<file path="src/rtl/mem_arb_pkg.sv">
`default_nettype none
// ============================================================================
// Module      : mem_arb_pkg
// Description : Shared types and constants for the two-port memory bus
//               arbiter: FSM state encoding, default bus widths and the
//               requester index constants.
// Revision    : 1.0 - initial release
// ============================================================================
package mem_arb_pkg;

  // Default memory bus widths
  localparam int c_DEFAULT_ADDR_W = 16;
  localparam int c_DEFAULT_DATA_W = 16;

  // Requester indices
  localparam logic c_PORT_CPU    = 1'b0;
  localparam logic c_PORT_LOADER = 1'b1;

  // Transaction sequencer states
  typedef enum logic [1:0] {
    ST_IDLE   = 2'd0,
    ST_ACCESS = 2'd1,
    ST_RESP   = 2'd2
  } arb_state_e;

endpackage : mem_arb_pkg
`default_nettype wire

</file>
<file path="src/rtl/rr_pick2.sv">
`default_nettype none
// ============================================================================
// Module      : rr_pick2
// Description : Combinational two-way round-robin picker. When both
//               requesters are eligible the one that was not granted last
//               wins; otherwise the single eligible requester is chosen.
// Ports       : eligible[1:0] - per-port eligibility
//               last_grant    - index of the most recent grant
//               grant_valid   - at least one port is eligible
//               grant_idx     - index of the chosen port
// Revision    : 1.0 - initial release
// ============================================================================
module rr_pick2
  import mem_arb_pkg::*;
(
  input  logic [1:0] eligible,
  input  logic       last_grant,
  output logic       grant_valid,
  output logic       grant_idx
);

  always_comb begin
    grant_valid = |eligible;
    grant_idx   = c_PORT_CPU;
    if (eligible == 2'b11) begin
      grant_idx = ~last_grant;
    end else if (eligible[1]) begin
      grant_idx = c_PORT_LOADER;
    end
  end

endmodule : rr_pick2
`default_nettype wire

</file>
<file path="src/rtl/mem_bus_arbiter.sv">
`default_nettype none
// ============================================================================
// Module      : mem_bus_arbiter
// Description : Arbitrates a single-port synchronous-read memory between the
//               CPU load/store port (m0) and the debug/program loader (m1).
//               Every transaction walks IDLE -> ACCESS -> RESP, issuing
//               exactly one memory command, and completes with a one-cycle
//               ack three cycles after the request is accepted.
// Ports       : clk, rst                 - clock, synchronous active-high reset
//               mX_req/we/addr/wdata     - requester X command (held until ack)
//               mX_ack, mX_rdata         - completion pulse, held read data
//               mem_en/we/addr/wdata     - memory command outputs
//               mem_rdata                - memory read data (1-cycle latency)
//               owner                    - index of the most recent grant
//               busy                     - sequencer not in IDLE
// Revision    : 1.0 - initial release
// ============================================================================
module mem_bus_arbiter
  import mem_arb_pkg::*;
#(
  parameter int ADDR_W = c_DEFAULT_ADDR_W,
  parameter int DATA_W = c_DEFAULT_DATA_W
) (
  input  logic              clk,
  input  logic              rst,
  // requester 0 (CPU)
  input  logic              m0_req,
  input  logic              m0_we,
  input  logic [ADDR_W-1:0] m0_addr,
  input  logic [DATA_W-1:0] m0_wdata,
  output logic              m0_ack,
  output logic [DATA_W-1:0] m0_rdata,
  // requester 1 (loader)
  input  logic              m1_req,
  input  logic              m1_we,
  input  logic [ADDR_W-1:0] m1_addr,
  input  logic [DATA_W-1:0] m1_wdata,
  output logic              m1_ack,
  output logic [DATA_W-1:0] m1_rdata,
  // memory side
  output logic              mem_en,
  output logic              mem_we,
  output logic [ADDR_W-1:0] mem_addr,
  output logic [DATA_W-1:0] mem_wdata,
  input  logic [DATA_W-1:0] mem_rdata,
  // status
  output logic              owner,
  output logic              busy
);

  arb_state_e        state_q,      state_d;
  logic              last_grant_q, last_grant_d;
  logic              owner_q,      owner_d;
  logic              lat_we_q,     lat_we_d;
  logic              mem_en_q,     mem_en_d;
  logic              mem_we_q,     mem_we_d;
  logic [ADDR_W-1:0] mem_addr_q,   mem_addr_d;
  logic [DATA_W-1:0] mem_wdata_q,  mem_wdata_d;
  logic [1:0]        ack_q,        ack_d;
  logic [DATA_W-1:0] m0_rdata_q,   m0_rdata_d;
  logic [DATA_W-1:0] m1_rdata_q,   m1_rdata_d;
  logic              busy_q,       busy_d;

  logic [1:0]        w_eligible;
  logic              w_grant_valid;
  logic              w_grant_idx;

  // A port whose ack is high this cycle is still holding its old request;
  // masking it keeps that request from being granted a second time.
  assign w_eligible = {m1_req & ~ack_q[1], m0_req & ~ack_q[0]};

  rr_pick2 u_pick (
    .eligible    (w_eligible),
    .last_grant  (last_grant_q),
    .grant_valid (w_grant_valid),
    .grant_idx   (w_grant_idx)
  );

  always_comb begin
    state_d      = state_q;
    last_grant_d = last_grant_q;
    owner_d      = owner_q;
    lat_we_d     = lat_we_q;
    mem_en_d     = 1'b0;
    mem_we_d     = 1'b0;
    mem_addr_d   = mem_addr_q;
    mem_wdata_d  = mem_wdata_q;
    ack_d        = 2'b00;
    m0_rdata_d   = m0_rdata_q;
    m1_rdata_d   = m1_rdata_q;

    case (state_q)
      ST_IDLE: begin
        if (w_grant_valid) begin
          state_d      = ST_ACCESS;
          owner_d      = w_grant_idx;
          last_grant_d = w_grant_idx;
          // The address/data registers double as the request latches, so
          // the memory command outputs are registered and hold afterwards.
          lat_we_d     = w_grant_idx ? m1_we    : m0_we;
          mem_addr_d   = w_grant_idx ? m1_addr  : m0_addr;
          mem_wdata_d  = w_grant_idx ? m1_wdata : m0_wdata;
          mem_en_d     = 1'b1;
          mem_we_d     = w_grant_idx ? m1_we    : m0_we;
        end
      end

      ST_ACCESS: begin
        state_d = ST_RESP;
      end

      ST_RESP: begin
        // Memory data for the ACCESS-cycle command is valid now.
        state_d = ST_IDLE;
        if (owner_q) begin
          ack_d[1] = 1'b1;
          if (!lat_we_q) m1_rdata_d = mem_rdata;
        end else begin
          ack_d[0] = 1'b1;
          if (!lat_we_q) m0_rdata_d = mem_rdata;
        end
      end

      default: begin
        state_d = ST_IDLE;
      end
    endcase

    busy_d = (state_d != ST_IDLE);
  end

  always_ff @(posedge clk) begin
    if (rst) begin
      state_q      <= ST_IDLE;
      last_grant_q <= c_PORT_LOADER;  // port 0 wins the first contention
      owner_q      <= c_PORT_CPU;
      lat_we_q     <= 1'b0;
      mem_en_q     <= 1'b0;
      mem_we_q     <= 1'b0;
      mem_addr_q   <= '0;
      mem_wdata_q  <= '0;
      ack_q        <= 2'b00;
      m0_rdata_q   <= '0;
      m1_rdata_q   <= '0;
      busy_q       <= 1'b0;
    end else begin
      state_q      <= state_d;
      last_grant_q <= last_grant_d;
      owner_q      <= owner_d;
      lat_we_q     <= lat_we_d;
      mem_en_q     <= mem_en_d;
      mem_we_q     <= mem_we_d;
      mem_addr_q   <= mem_addr_d;
      mem_wdata_q  <= mem_wdata_d;
      ack_q        <= ack_d;
      m0_rdata_q   <= m0_rdata_d;
      m1_rdata_q   <= m1_rdata_d;
      busy_q       <= busy_d;
    end
  end

  assign m0_ack    = ack_q[0];
  assign m1_ack    = ack_q[1];
  assign m0_rdata  = m0_rdata_q;
  assign m1_rdata  = m1_rdata_q;
  assign mem_en    = mem_en_q;
  assign mem_we    = mem_we_q;
  assign mem_addr  = mem_addr_q;
  assign mem_wdata = mem_wdata_q;
  assign owner     = owner_q;
  assign busy      = busy_q;

endmodule : mem_bus_arbiter
`default_nettype wire
</file>
<file path="config.mk">
export PLATFORM = sky130hd
export DESIGN_NAME = mem_bus_arbiter
export DESIGN_NICKNAME = d
export VERILOG_FILES = /design/src/rtl/mem_arb_pkg.sv /design/src/rtl/rr_pick2.sv /design/src/rtl/mem_bus_arbiter.sv
export SDC_FILE = /design/constraint.sdc
export NUM_CORES = 1
export LEC_CHECK = 0
export BUFFER_PORTS_ARGS = -buffer_cell sky130_fd_sc_hd__buf_4
export CAP_MARGIN = 20
export CORE_MARGIN = 2
export CORE_UTILIZATION = 41
export CTS_CLUSTER_SIZE = 40
export DETAILED_ROUTE_END_ITERATION = 12
export GPL_TIMING_DRIVEN = 0
export MAX_ROUTING_LAYER = met4
export PLACE_DENSITY = 0.79
export SETUP_SLACK_MARGIN = 0.15
export SLEW_MARGIN = 10
export SYNTH_ARGS = -nofsm -noshare
export SYNTH_HDL_FRONTEND = slang
export SYNTH_SLANG_ARGS = --single-unit
</file>
<file path="constraint.sdc">
create_clock -name clk -period 1.2 [get_ports clk]
set_clock_uncertainty 0.05 [all_clocks]
set_input_delay 0.12 -clock clk [delete_from_list [all_inputs] [get_ports clk]]
set_output_delay 0.12 -clock clk [all_outputs]
set_load 0.01 [all_outputs]
</file>
=== Word-level counts from Yosys, hierarchy flattened ===
Cells that the tools add are included.

* Equal/unequal tests: 3
* Reduce and logical (&&, ||, !) cells: 9
* Bitwise logic cells: 10
* Mux-type cells: 10

{| class="wikitable"
|+ Operators with widths
! cell !! number
|-
| 2-to-1 mux 16 bit || 2
|-
| NOT 1 bit || 8
|-
| 2-to-1 mux 1 bit || 6
|-
| AND reduction 3 bit || 2
|-
| OR reduction 2 bit || 3
|-
| equality test 2 bit (second input constant) || 2
|-
| case mux 2 bit (2 select lines) || 1
|-
| OR reduction 3 bit || 1
|-
| bitwise AND 1 bit || 2
|-
| equality test 2 x 1 -> 1 bit (second input constant) || 1
|-
| logical NOT 2 bit || 1
|-
| 2-to-1 mux 2 bit || 1
|-
| AND reduction 2 bit || 1
|-
| nonzero test 2 bit || 1
|}

* Bits in registers: 74
* Word-level logic and storage cells: 44
* Bits of input ports: 86
* Output and inout bits: 70

=== Longest topological paths before layout ===
Gate-level depths: netlist of the first run.

* Depth in word-level cells: 6
* Gate-level depth with buffers: 6
* Gate-level depth less buffers: 4

=== Modules after synthesis ===
Synthesis of the first run repeated with hierarchy kept, for this count alone.

* Cell total of the unflattened synthesis: 299
* Area, all modules: 3360.7 um2

{| class="wikitable"
|+ Modules (own cells, without submodules)
! module !! instances !! sequential area each (um2) !! cells an instance !! area an instance (um2)
|-
| mem_bus_arbiter || 1 || 1481.4 || 297 || 3347.0
|-
| rr_pick2 || 1 || 0.0 || 2 || 13.8
|}

=== Worst setup path after synthesis of the first run ===
No wires, ideal clock.

* Path type: reg2reg
* Start: register ack_q[0]
* End: register last_grant_q
* Cell stages (with the launch flop): 6
* Path buffers: 2
* Required time: 1.028 ns
* Arrival: 1.215 ns
* Slack: -0.187 ns
* Period minus slack after synthesis: 1.387 ns
* Cell sequence: dfxtp_1 > nand3b_1 > and2_1 > buf_4 > buf_6 > a221o_1

* Word-level cells in the longest chain between the ends: 4
* Elaborated cells on any way between the ends: 6

{| class="wikitable"
|+ Ends and longest elaborated chain
! element !! RTL line !! source
|-
| start: declaration || mem_bus_arbiter.sv:59 || <nowiki>logic [1:0] ack_q, ack_d;</nowiki>
|-
| start signal: assignment || mem_bus_arbiter.sv:155 || <nowiki>ack_q <= ack_d;</nowiki>
|-
| NOT 1 bit * || mem_bus_arbiter.sv:70 || <nowiki>assign w_eligible = {m1_req & ~ack_q[1], m0_req & ~ack_q[0]};</nowiki>
|-
| bitwise AND 1 bit * || mem_bus_arbiter.sv:70 ||
|-
| equality test 2 bit / OR reduction 2 bit (equally long branches) || rr_pick2.sv:25, rr_pick2.sv:23 ||
|-
| 2-to-1 mux 1 bit / AND reduction 2 bit (equally long branches) || - ||
|-
| end signal: assignment || mem_bus_arbiter.sv:135 || <nowiki>last_grant_q <= c_PORT_LOADER;</nowiki>
|-
| end signal: assignment || mem_bus_arbiter.sv:148 || <nowiki>last_grant_q <= last_grant_d;</nowiki>
|-
| end: declaration || mem_bus_arbiter.sv:52 || <nowiki>logic last_grant_q, last_grant_d;</nowiki>
|}

Every way passes the cells marked *; elsewhere a longest branch is shown, timed or not.
A chain may end at the register's enable or synchronous reset.

=== Worst setup path after layout of the first run ===
* Start: register ack_q[1]
* End: register mem_addr_q[8] (netlist: mem_addr[8])

* Word-level cells in the longest chain between the ends: 5
* Elaborated cells on any way between the ends: 8

{| class="wikitable"
|+ Ends and longest elaborated chain
! element !! RTL line !! source
|-
| NOT 1 bit * || mem_bus_arbiter.sv:70 ||
|-
| bitwise AND 1 bit * || mem_bus_arbiter.sv:70 ||
|-
| equality test 2 bit / 2-to-1 mux 1 bit (equally long branches) || rr_pick2.sv:25, rr_pick2.sv:27 ||
|-
| 2-to-1 mux 1 bit || rr_pick2.sv:25 || <nowiki>if (eligible == 2'b11) begin</nowiki>
|-
| 2-to-1 mux 16 bit || mem_bus_arbiter.sv:101 || <nowiki>mem_addr_d = w_grant_idx ? m1_addr : m0_addr;</nowiki>
|-
| end signal: assignment || mem_bus_arbiter.sv:153 || <nowiki>mem_addr_q <= mem_addr_d;</nowiki>
|-
| end: declaration || mem_bus_arbiter.sv:57 || <nowiki>logic [ADDR_W-1:0] mem_addr_q, mem_addr_d;</nowiki>
|}

Marked as above.

==> flow_metrics.py, run 1 <==
metrics = {
    "outcome": {
        "status": "finished, violations left",
        "failed_checks": "setup timing",
    },
    "detailed_routing": {
        "ant_nets": 0,
        "drt-vias-per-instance": 5.354,
        "initialDrtViolationCount": 103,
        "remaining_drc_errors": 0,
        "drt_wl_total_um": 13850,
        "dr.pass1.iters": 4,
        "vias": 3769,
        "routedWlPerCell_um": 19.67,
    },
    "yosys": {
        "synth_seq_cells": 74,
        "synth_fp_nets": 439,
        "synthDistinctLibCells": 34,
        "synth_cells": 353,
        "yosys.area.top_type": "dfxtp_1",
        "syn_area_um2": 3028,
        "yosys.area.top_type_share_pct": 48.93,
        "syn_area_per_cell_um2": 8.578,
        "yosysSeqAreaShare_pct": 48.93,
        "yosysWarnings": 0,
        "synthTopCellsByArea": "dfxtp_1, nand2_1, a211oi_1",
    },
    "cells_and_area": {
        "design_area_um2": 6243,
        "final_common_cell": "buf_4",
        "finalNonFillerCells": 704,
        "n_antenna_cell": 0,
        "nNetsFinal": 686,
        "drive_gt1_share_pct": 61.16,
        "final_cell_mix": "buf_4, dfxtp_1, nand2_1",
        "syn2layout_area_growth_pct": 106.2,
    },
    "sta": {
        "final_hold_viol_count": 0,
        "finalWorstSetupSlack_ns": -0.3313,
        "setup_violations": 69,
        "fmax_ghz": 0.6530,
        "finalCritPeriodShare_pct": 127.6,
        "post-route-min-period_ns": 1.531,
        "worst_pin_slew_ns": 0.7444,
        "slew_headroom_pct": 50.37,
        "drv_slew": 0,
        "rsz0062_at_grt": "yes",
        "hold_slack_ns": 0.03047,
    },
    "grt": {
        "antenna_found_initial": 0,
        "grt_use_total_pct": 27.59,
        "grt_remaining_overflow": 0,
        "first_global_vias": 3669,
        "grt_max_degree": 13,
        "grt_pass1_wl_um": 17660,
    },
    "die": {
        "die_w_um": 89.94,
        "core-area_um2": 7214,
        "start_util_pct": 41.97,
        "die_h_um": 89.94,
        "pin_count": 156,
        "fp.dieArea_um2": 8088,
        "rows": 31,
    },
    "power": {
        "cellLeakagePower_nw": 2.818,
        "power_per_cell_area_nw_per_um2": 1200,
        "ir_worst_vdd_uv": 771.6,
        "finalPower_mw": 7.491,
    },
    "critical_path": {
        "setup.worst_path.end_class": "flip-flop",
        "arrival_ns": 1.73,
        "rrSetupSlack_ns": -0.33,
        "cp-startpoint": "ack_q[1]",
        "r2r_end": "mem_addr[8]",
        "crit_chain": "nor2b_4 > o21a_1 > buf_6 > buf_4 > buf_8 > nor2_1 > a211oi_1",
        "slowest_delay_ns": 0.35,
        "cp.depth": 7,
        "crit_path_start_kind": "flip-flop",
        "crit_required_ns": 1.40,
        "r2r.worst_path.cells": 7,
        "crit_buf_inv": 3,
        "crit_fanout": 6,
        "r2r_start": "ack_q[1]",
        "criticalPathCategory": "reg2reg",
        "cp-endpoint": "mem_addr[8]",
        "crit_slowest_cell": "dfxtp_4",
        "cp_top_family": "compound AO/OA/AOI/OAI gates",
    },
    "placement": {
        "gp_congestion": 0.7806,
        "dp_hpwl_um": 6694,
        "dpl_cell_area_um2": 4522,
        "dp_slack_ns": -0.3059,
        "dp.cells": 606,
        "numPortBuffers": 154,
    },
    "cts": {
        "cts_max_level": 3,
        "clockBufferDepth": 2,
        "clkTransAtPathRegs_ns": 0.08,
        "cts-buffers-inserted": 9,
        "clock-root-buffer": "clkbuf_8",
        "cts_tree": "built",
        "clkSinkCount": 74,
        "clock_latency_ns": 0.35,
    },
    "flow_run": {
        "max_cap_violations": 0,
    },
    "worst_hold_path": {
        "hold_path.class": "in2reg",
        "whs_path_depth": 3,
    },
}
## worst reg2reg max path, cell delays in order (launching register included)
cell	delay, ns
dfxtp_4	0.35
nor2b_4	0.14
o21a_1	0.17
buf_6	0.16
buf_4	0.13
buf_8	0.11
nor2_1	0.05
a211oi_1	0.27
## worst min path at each step
stage	slack (ns)	end	start
6_report	0.03	mem_wdata[5]	m0_wdata[5]
5_1_grt	0.04	mem_wdata[5]	m0_wdata[5]
4_1_cts	0.001	mem_wdata[13]	m0_wdata[13]
3_5_place_dp	0.33	mem_addr[1]	m0_addr[1]
3_3_place_gp	0.33	mem_addr[6]	m0_addr[6]
2_1_floorplan	0.20	m0_rdata[11]	mem_rdata[11]
## stage by stage
stage,setup TNS (ns),utilization (%)
floorplan,-3.614,-
global placement,-10.20,62.68
detailed placement,-11.73,62.68
CTS,-9.728,78.89
global route,-17.43,86.54
finish,-13.16,86.54
## timing repair
item,CTS,global route
hold buffers,46,0
pin swaps,20,55
setup buffers,19,8
gates cloned,4,5
endpoints found under the setup margin,71,78
hold endpoints to repair,62,0
resized for setup,56,87
## flip-flops by register name, indices dropped and copies added, names as in the netlist
register and flops:
mem_wdata 16, ack_q 2, mem_addr 16, state_q 2
m1_rdata 16, m0_rdata 16, last_grant_q 1, busy 1
mem_we 1, lat_we_q 1, mem_en 1, owner 1
## synthesized netlist by cell type (all sizes together)
| library cell | n |
|---|---|
| a211oi | 33 |
| a21oi | 64 |
| a221o | 1 |
| a22oi | 1 |
| and2 | 2 |
| and2b | 1 |
| and4bb | 1 |
| buf | 21 |
| clkbuf | 8 |
| dfxtp | 74 |
| mux2i | 1 |
| nand2 | 98 |
| nand2b | 1 |
| nand3b | 1 |
| nor2 | 37 |
| nor2b | 2 |
| nor3 | 1 |
| nor3b | 2 |
| nor4b | 1 |
| o21a | 1 |
| o21ai | 1 |
| or2 | 1 |
## routing by layer
layer / vias to the layer above / global-route usage [%] / part of all wire, % / wire, um
met1: 1779 / 32.66 / 37 / 5172
met2: 249 / 46.53 / 50 / 6965
met4: 0 / 10.64 / 4.4 / 614
met3: 59 / 5.532 / 7.9 / 1093
li1: 1682 / - / - / -
met5: - / - / 0 / 0
## area by class of cell
class	count	area, um^2
tap	99	123.9
buffer	29	325.3
multi-input combinational	250	1922
clock inverter	5	100.1
fill	329	970.9
sequential	74	1503
clock buffer	11	151.4
timing repair buffer	236	2118
## logic make-up after synthesis
kind of cell | Yosys count | synth area share (%)
AND/OR/NAND/NOR | 148 | 20.66
buffers and inverters | 29 | 7.149
flip-flops | 74 | 48.93
multiplexers | 1 | 0.3306
AO/OA/AOI/OAI | 101 | 22.93
## report_power, final
group | switching (mW) | total, mW | internal, mW
clock | 1.00 | 2.49 | 1.49
sequential | 0.138 | 2.78 | 2.64
combinational | 1.04 | 2.22 | 1.18
Note: power is estimated with default switching activity, not from simulation.
==> inputs of run 2 (changes only) <==
--- a/config.mk
+++ b/config.mk
@@ -5,15 +5,15 @@
 export SDC_FILE = /design/constraint.sdc
 export NUM_CORES = 1
 export LEC_CHECK = 0
-export BUFFER_PORTS_ARGS = -buffer_cell sky130_fd_sc_hd__buf_4
+export BUFFER_PORTS_ARGS = -buffer_cell sky130_fd_sc_hd__buf_2
 export CAP_MARGIN = 20
 export CORE_MARGIN = 2
-export CORE_UTILIZATION = 41
+export CORE_UTILIZATION = 34
 export CTS_CLUSTER_SIZE = 40
 export DETAILED_ROUTE_END_ITERATION = 12
 export GPL_TIMING_DRIVEN = 0
 export MAX_ROUTING_LAYER = met4
-export PLACE_DENSITY = 0.79
+export PLACE_DENSITY = 0.68
 export SETUP_SLACK_MARGIN = 0.15
 export SLEW_MARGIN = 10
 export SYNTH_ARGS = -nofsm -noshare
==> run 2 against run 1 <==
Critical endpoint is now mem_addr[7]; largest power group unchanged; cell count down 0.14%; via count down 9.2%; power down 13%; register-to-register slack better by 0.08 ns; non-clock buffer count down 10; sequential power about the same; sequential share of layout area up 2.6 points; sequential cell count unchanged; the flow still finishes with violations (setup timing); count of clock-buffer cells in the layout up 1; core utilization down 21 points; critical path depth down 1; die area up 20%.
==> flow_metrics.py, run 2 (synthesis gave the netlist of run 1 again) <==
metrics = {
    "die": {
        "rows": 34,
        "core-area_um2": 8678,
        "start_util_pct": 34.89,
        "die_h_um": 98.37,
        "pin_count": 156,
        "die_w_um": 98.37,
        "fp.dieArea_um2": 9677,
    },
    "critical_path": {
        "crit_chain": "nand3b_1 > and2_4 > buf_8 > buf_6 > a21oi_1 > a211oi_1",
        "crit_required_ns": 1.36,
        "crit_slowest_cell": "dfxtp_2",
        "crit_path_start_kind": "flip-flop",
        "criticalPathCategory": "reg2reg",
        "arrival_ns": 1.61,
        "setup.worst_path.end_class": "flip-flop",
        "slowest_delay_ns": 0.34,
        "crit_fanout": 10,
    },
    "power": {
        "power_per_cell_area_nw_per_um2": 1149,
        "cellLeakagePower_nw": 2.615,
        "swShare_pct": 29.65,
        "internal-power_mw": 4.567,
        "power_frac_seq_pct": 42.4,
        "power_frac_clock_pct": 31.1,
        "ir_worst_vdd_uv": 570.2,
        "switchingPower_mw": 1.925,
        "pwr-share-comb_pct": 26.5,
    },
    "sta": {
        "worst_pin_slew_ns": 0.7313,
        "final_hold_viol_count": 0,
        "slew_headroom_pct": 51.24,
        "rsz0062_at_grt": "yes",
        "post-route-min-period_ns": 1.454,
        "finalWorstSetupSlack_ns": -0.2536,
        "fmax_ghz": 0.6880,
        "drv_slew": 0,
        "finalCritPeriodShare_pct": 121.1,
        "hold_slack_ns": 0.04779,
        "setup_tns_ns": -12.26,
        "setup_violations": 70,
    },
    "cells_and_area": {
        "final_common_cell": "buf_2",
        "n_fill_cell": 683,
        "syn2layout_area_growth_pct": 86.53,
        "final_cell_mix": "buf_2, dfxtp_1, dlygate4sd3_1",
        "register_area_um2": 1506,
        "nNetsFinal": 676,
        "drive_gt1_share_pct": 60.67,
        "multi_input_area_um2": 1901,
        "n_antenna_cell": 0,
    },
    "detailed_routing": {
        "vias": 3423,
        "ant_nets": 0,
        "initialDrtViolationCount": 65,
        "dr.pass1.iters": 4,
        "routedWlPerCell_um": 16.03,
        "drt_wl_total_um": 11270,
        "remaining_drc_errors": 0,
        "drt-vias-per-instance": 4.869,
    },
    "grt": {
        "grt_max_degree": 13,
        "grt_use_total_pct": 21.90,
        "first_global_vias": 3625,
        "antenna_found_initial": 0,
        "grt_remaining_overflow": 0,
        "grt_pass1_wl_um": 16720,
    },
    "cts": {
        "clock-root-buffer": "clkbuf_8",
        "clock_latency_ns": 0.33,
        "cts-buffers-inserted": 9,
        "clockBufferDepth": 2,
        "cts_tree": "built",
        "clkSinkCount": 74,
        "cts_max_level": 3,
        "clkTransAtPathRegs_ns": 0.08,
    },
    "placement": {
        "dp_hpwl_um": 6424,
        "numPortBuffers": 154,
        "gp_congestion": 0.7985,
    },
    "flow_run": {
        "max_cap_violations": 0,
    },
    "worst_hold_path": {
        "hold_path.class": "in2reg",
    },
    "outcome": {
        "status": "finished, violations left",
        "failed_checks": "setup timing",
    },
}
[run 2: changes by cell type in the layout (fill, tap and decap cells not counted), sizes merged]
cell and change:
inv +1, buf -10, dlygate4sd3 +2, clkbuf -1, bufinv -2
[run 2: repair_timing]
item                       CTS  global route
resized for setup           58            85
hold endpoints to repair    63             0
gates cloned                 3             2
setup endpoints to repair   71            80
pin swaps                   25            61
hold buffers                48             0
setup buffers               13             6
[run 2: power by group through the flow]
stage	logic [mW]	registers, mW	clock network [mW]
2_1_floorplan	0.643	2.87	0
3_3_place_gp	1.18	2.79	0
3_5_place_dp	1.21	2.80	0
4_1_cts	1.49	2.74	2.05
5_1_grt	1.86	2.77	2.18
6_report	1.72	2.75	2.02
[run 2: layer usage]
metal | vias up | GRT usage [%] | wire length (um)
met4 | 0 | 7.903 | 148
met5 | - | - | 0
met1 | 1586 | 25.21 | 4513
li1 | 1668 | - | -
met2 | 155 | 38.88 | 5993
met3 | 14 | 2.863 | 613
[run 2: path summary, 6_finish.rpt]
path	cells after the start	to	from	slack [ns]
max	6	mem_addr[7]	ack_q[0]	-0.25
min	3	mem_wdata[4]	m1_wdata[4]	0.05
max reg2reg	6	mem_addr[7]	ack_q[0]	-0.25
min reg2reg	2	m0_rdata[6]	m0_rdata[6]	0.42
[run 2: area by class of cell]
cell class	count	share of cell area, %
Timing Repair Buffer	226	27.87
Tap cell	108	2.393
Clock buffer	12	2.747
Buffer	29	5.804
Sequential cell	74	26.67
Multi-Input combinational cell	250	33.65
Clock inverter	4	0.8640
[run 2: critical path, delay by kind of cell (launching register included)]
family	cells	cell delay, ns
AOI/OAI and AO/OA	2	0.28
buffers and inverters	2	0.29
DFF	1	0.34
and+or+nand+nor	2	0.37
[run 2: per-stage QoR]
step / area (um^2) / setup WS (ns) / total power, mW / instances / utilization, %
detailed placement: 4148 / -0.3717 / 4.003 / 615 / 47.79
floorplan: 3242 / -0.1331 / 3.517 / 353 / -
global route: 5648 / -0.3121 / 6.813 / 703 / 65.08
global placement: 4148 / -0.2936 / 3.977 / 615 / 47.79
CTS: 5205 / -0.2330 / 6.282 / 695 / 59.98
finish: 5648 / -0.2536 / 6.492 / 703 / 65.08
==> inputs of run 3 (changes only) <==
--- a/config.mk
+++ b/config.mk
@@ -13,7 +13,7 @@
 export DETAILED_ROUTE_END_ITERATION = 12
 export GPL_TIMING_DRIVEN = 0
 export MAX_ROUTING_LAYER = met4
-export PLACE_DENSITY = 0.68
+export PLACE_DENSITY = 0.65
 export SETUP_SLACK_MARGIN = 0.15
 export SLEW_MARGIN = 10
 export SYNTH_ARGS = -nofsm -noshare
==> run 3 against run 2 <==
The flow still finishes with violations (setup timing); first-iteration DRC count fell by 4.6%; cell count fell by 0.43%; wire length fell by 9.9%; die area did not move; critical path type unchanged; highest routed layer unchanged.
==> flow_metrics.py, run 3 (synthesis gave the netlist of run 1 again) <==
metrics = {
    "cts": {
        "cts_tree": "built",
        "cts-buffers-inserted": 9,
        "clkSinkCount": 74,
        "clock-root-buffer": "clkbuf_8",
        "clock_latency_ns": 0.33,
        "clkTransAtPathRegs_ns": 0.08,
        "cts_max_level": 3,
        "clockBufferDepth": 2,
    },
    "critical_path": {
        "crit_path_start_kind": "flip-flop",
        "slowest_delay_ns": 0.34,
        "cp_top_family": "simple AND/OR/NAND/NOR gates",
        "crit_slowest_cell": "dfxtp_2",
        "criticalPathCategory": "reg2reg",
        "crit_chain": "nand3b_1 > and2_4 > buf_8 > buf_12 > a221o_1",
        "crit_buf_inv": 2,
        "setup.worst_path.end_class": "flip-flop",
        "crit_required_ns": 1.37,
        "arrival_ns": 1.65,
        "crit_fanout": 10,
    },
    "sta": {
        "fmax_ghz": 0.6734,
        "setup_tns_ns": -11.46,
        "drv_slew": 0,
        "post-route-min-period_ns": 1.485,
        "finalWorstSetupSlack_ns": -0.2850,
        "final_hold_viol_count": 0,
        "setup_violations": 69,
        "worst_pin_slew_ns": 0.7024,
        "rsz0062_at_grt": "yes",
        "slew_headroom_pct": 53.17,
        "finalCritPeriodShare_pct": 123.7,
    },
    "die": {
        "core-area_um2": 8678,
        "pin_count": 156,
        "rows": 34,
        "die_h_um": 98.37,
        "die_w_um": 98.37,
        "start_util_pct": 34.89,
        "fp.dieArea_um2": 9677,
    },
    "cells_and_area": {
        "drive_gt1_share_pct": 57.77,
        "final_common_cell": "buf_2",
        "design_area_um2": 5454,
        "final_cell_mix": "buf_2, dfxtp_1, nand2_1",
        "nNetsFinal": 674,
        "n_antenna_cell": 0,
        "syn2layout_area_growth_pct": 80.12,
    },
    "power": {
        "power_per_cell_area_nw_per_um2": 1197,
        "power_frac_clock_pct": 32.6,
        "swShare_pct": 28.74,
        "power_frac_seq_pct": 42.1,
        "switchingPower_mw": 1.877,
        "cellLeakagePower_nw": 2.483,
        "ir_worst_vdd_uv": 692.3,
        "pwr-share-comb_pct": 25.4,
        "internal-power_mw": 4.653,
    },
    "flow_run": {
        "max_cap_violations": 0,
    },
    "detailed_routing": {
        "routedWlPerCell_um": 14.51,
        "ant_nets": 0,
        "drt-vias-per-instance": 4.767,
        "dr.pass1.iters": 4,
        "vias": 3337,
        "initialDrtViolationCount": 62,
        "drt_wl_total_um": 10160,
        "remaining_drc_errors": 0,
    },
    "outcome": {
        "failed_checks": "setup timing",
        "status": "finished, violations left",
    },
    "worst_hold_path": {
        "hold_path.class": "in2reg",
    },
    "grt": {
        "grt_max_degree": 13,
        "grt_use_total_pct": 20.17,
        "first_global_vias": 3338,
        "antenna_found_initial": 0,
        "grt_remaining_overflow": 0,
        "grt_pass1_wl_um": 15480,
    },
    "placement": {
        "dp_hpwl_um": 6524,
        "numPortBuffers": 154,
        "dpl_cell_area_um2": 4148,
        "gp_congestion": 0.8179,
    },
}
==> run 3: cell count changes in the layout (fill, tap and decap cells not counted), moves of 3 or more <==
cell,delta
dlygate4sd3_1,-3
dfxtp_1,+5
dfxtp_2,-4
nand2_2,+9
nand2_1,+12
nand2_4,-20
==> run 3: worst reg2reg max path: stages (launching register included) <==
cell and delay, ns:
dfxtp_2 0.34, nand3b_1 0.22, and2_4 0.18, buf_8 0.13
buf_12 0.14, a221o_1 0.31
==> run 3: path summary, 6_finish.rpt <==
check | from | end | slack (ns) | cells past startpoint
worst max-delay path | ack_q[0] | last_grant_q | -0.28 | 5
worst min-delay path | m0_addr[3] | mem_addr[3] | 0.02 | 3
worst max register to register | ack_q[0] | last_grant_q | -0.28 | 5
worst min register to register | m0_rdata[15] | m0_rdata[15] | 0.41 | 2
==> run 3: timing repair <==
action	in CTS	in global routing
resized for setup	24	72
setup endpoints to repair	71	74
setup buffers	7	15
pin swaps	8	23
cloned	0	3
hold buffers	45	0
endpoints found under the hold margin	60	0
==> run 3: layer usage <==
metal  global-route usage [%]  vias up  part of all wire (%)  wire length [um]
li1                         -     1656                     -                 -
met1                    24.81     1549                    44              4469
met2                    33.91      119                    50              5032
met3                    3.150       13                   4.9               499
met4                    6.533        0                   1.5               155
met5                        -        -                     0                 0
==> run 3: layout make-up <==
| cell class | instances | area (um^2) |
|---|---|---|
| clock buffers | 12 | 176.4 |
| well taps | 108 | 135.1 |
| flip-flops and latches | 74 | 1498 |
| plain buffers | 29 | 311.5 |
| fillers | 740 | 3224 |
| repair buffers | 224 | 1515 |
| multi-input cells | 250 | 1774 |
| clock inverters | 3 | 43.79 |
==> run 3: per-stage QoR <==
stage / worst slack [ns] / instances / util (%) / hold WS, ns / power [mW]
finish: -0.2850 / 700 / 62.85 / 0.01771 / 6.530
detailed placement: -0.3703 / 615 / 47.79 / 0.3202 / 4.008
global placement: -0.2894 / 615 / 47.79 / 0.3156 / 3.979
floorplan: -0.1331 / 353 / - / 0.1969 / 3.517
global route: -0.3163 / 700 / 62.85 / 0.0008257 / 6.835
CTS: -0.2182 / 682 / 57.05 / 0.0008905 / 6.348
==> run 3: power groups by stage <==
stage / combinational (mW) / sequential [mW] / clock, mW
finish: 1.66 / 2.75 / 2.13
global route: 1.79 / 2.77 / 2.27
CTS: 1.42 / 2.74 / 2.18
detailed placement: 1.21 / 2.80 / 0
global placement: 1.19 / 2.79 / 0
floorplan: 0.643 / 2.87 / 0
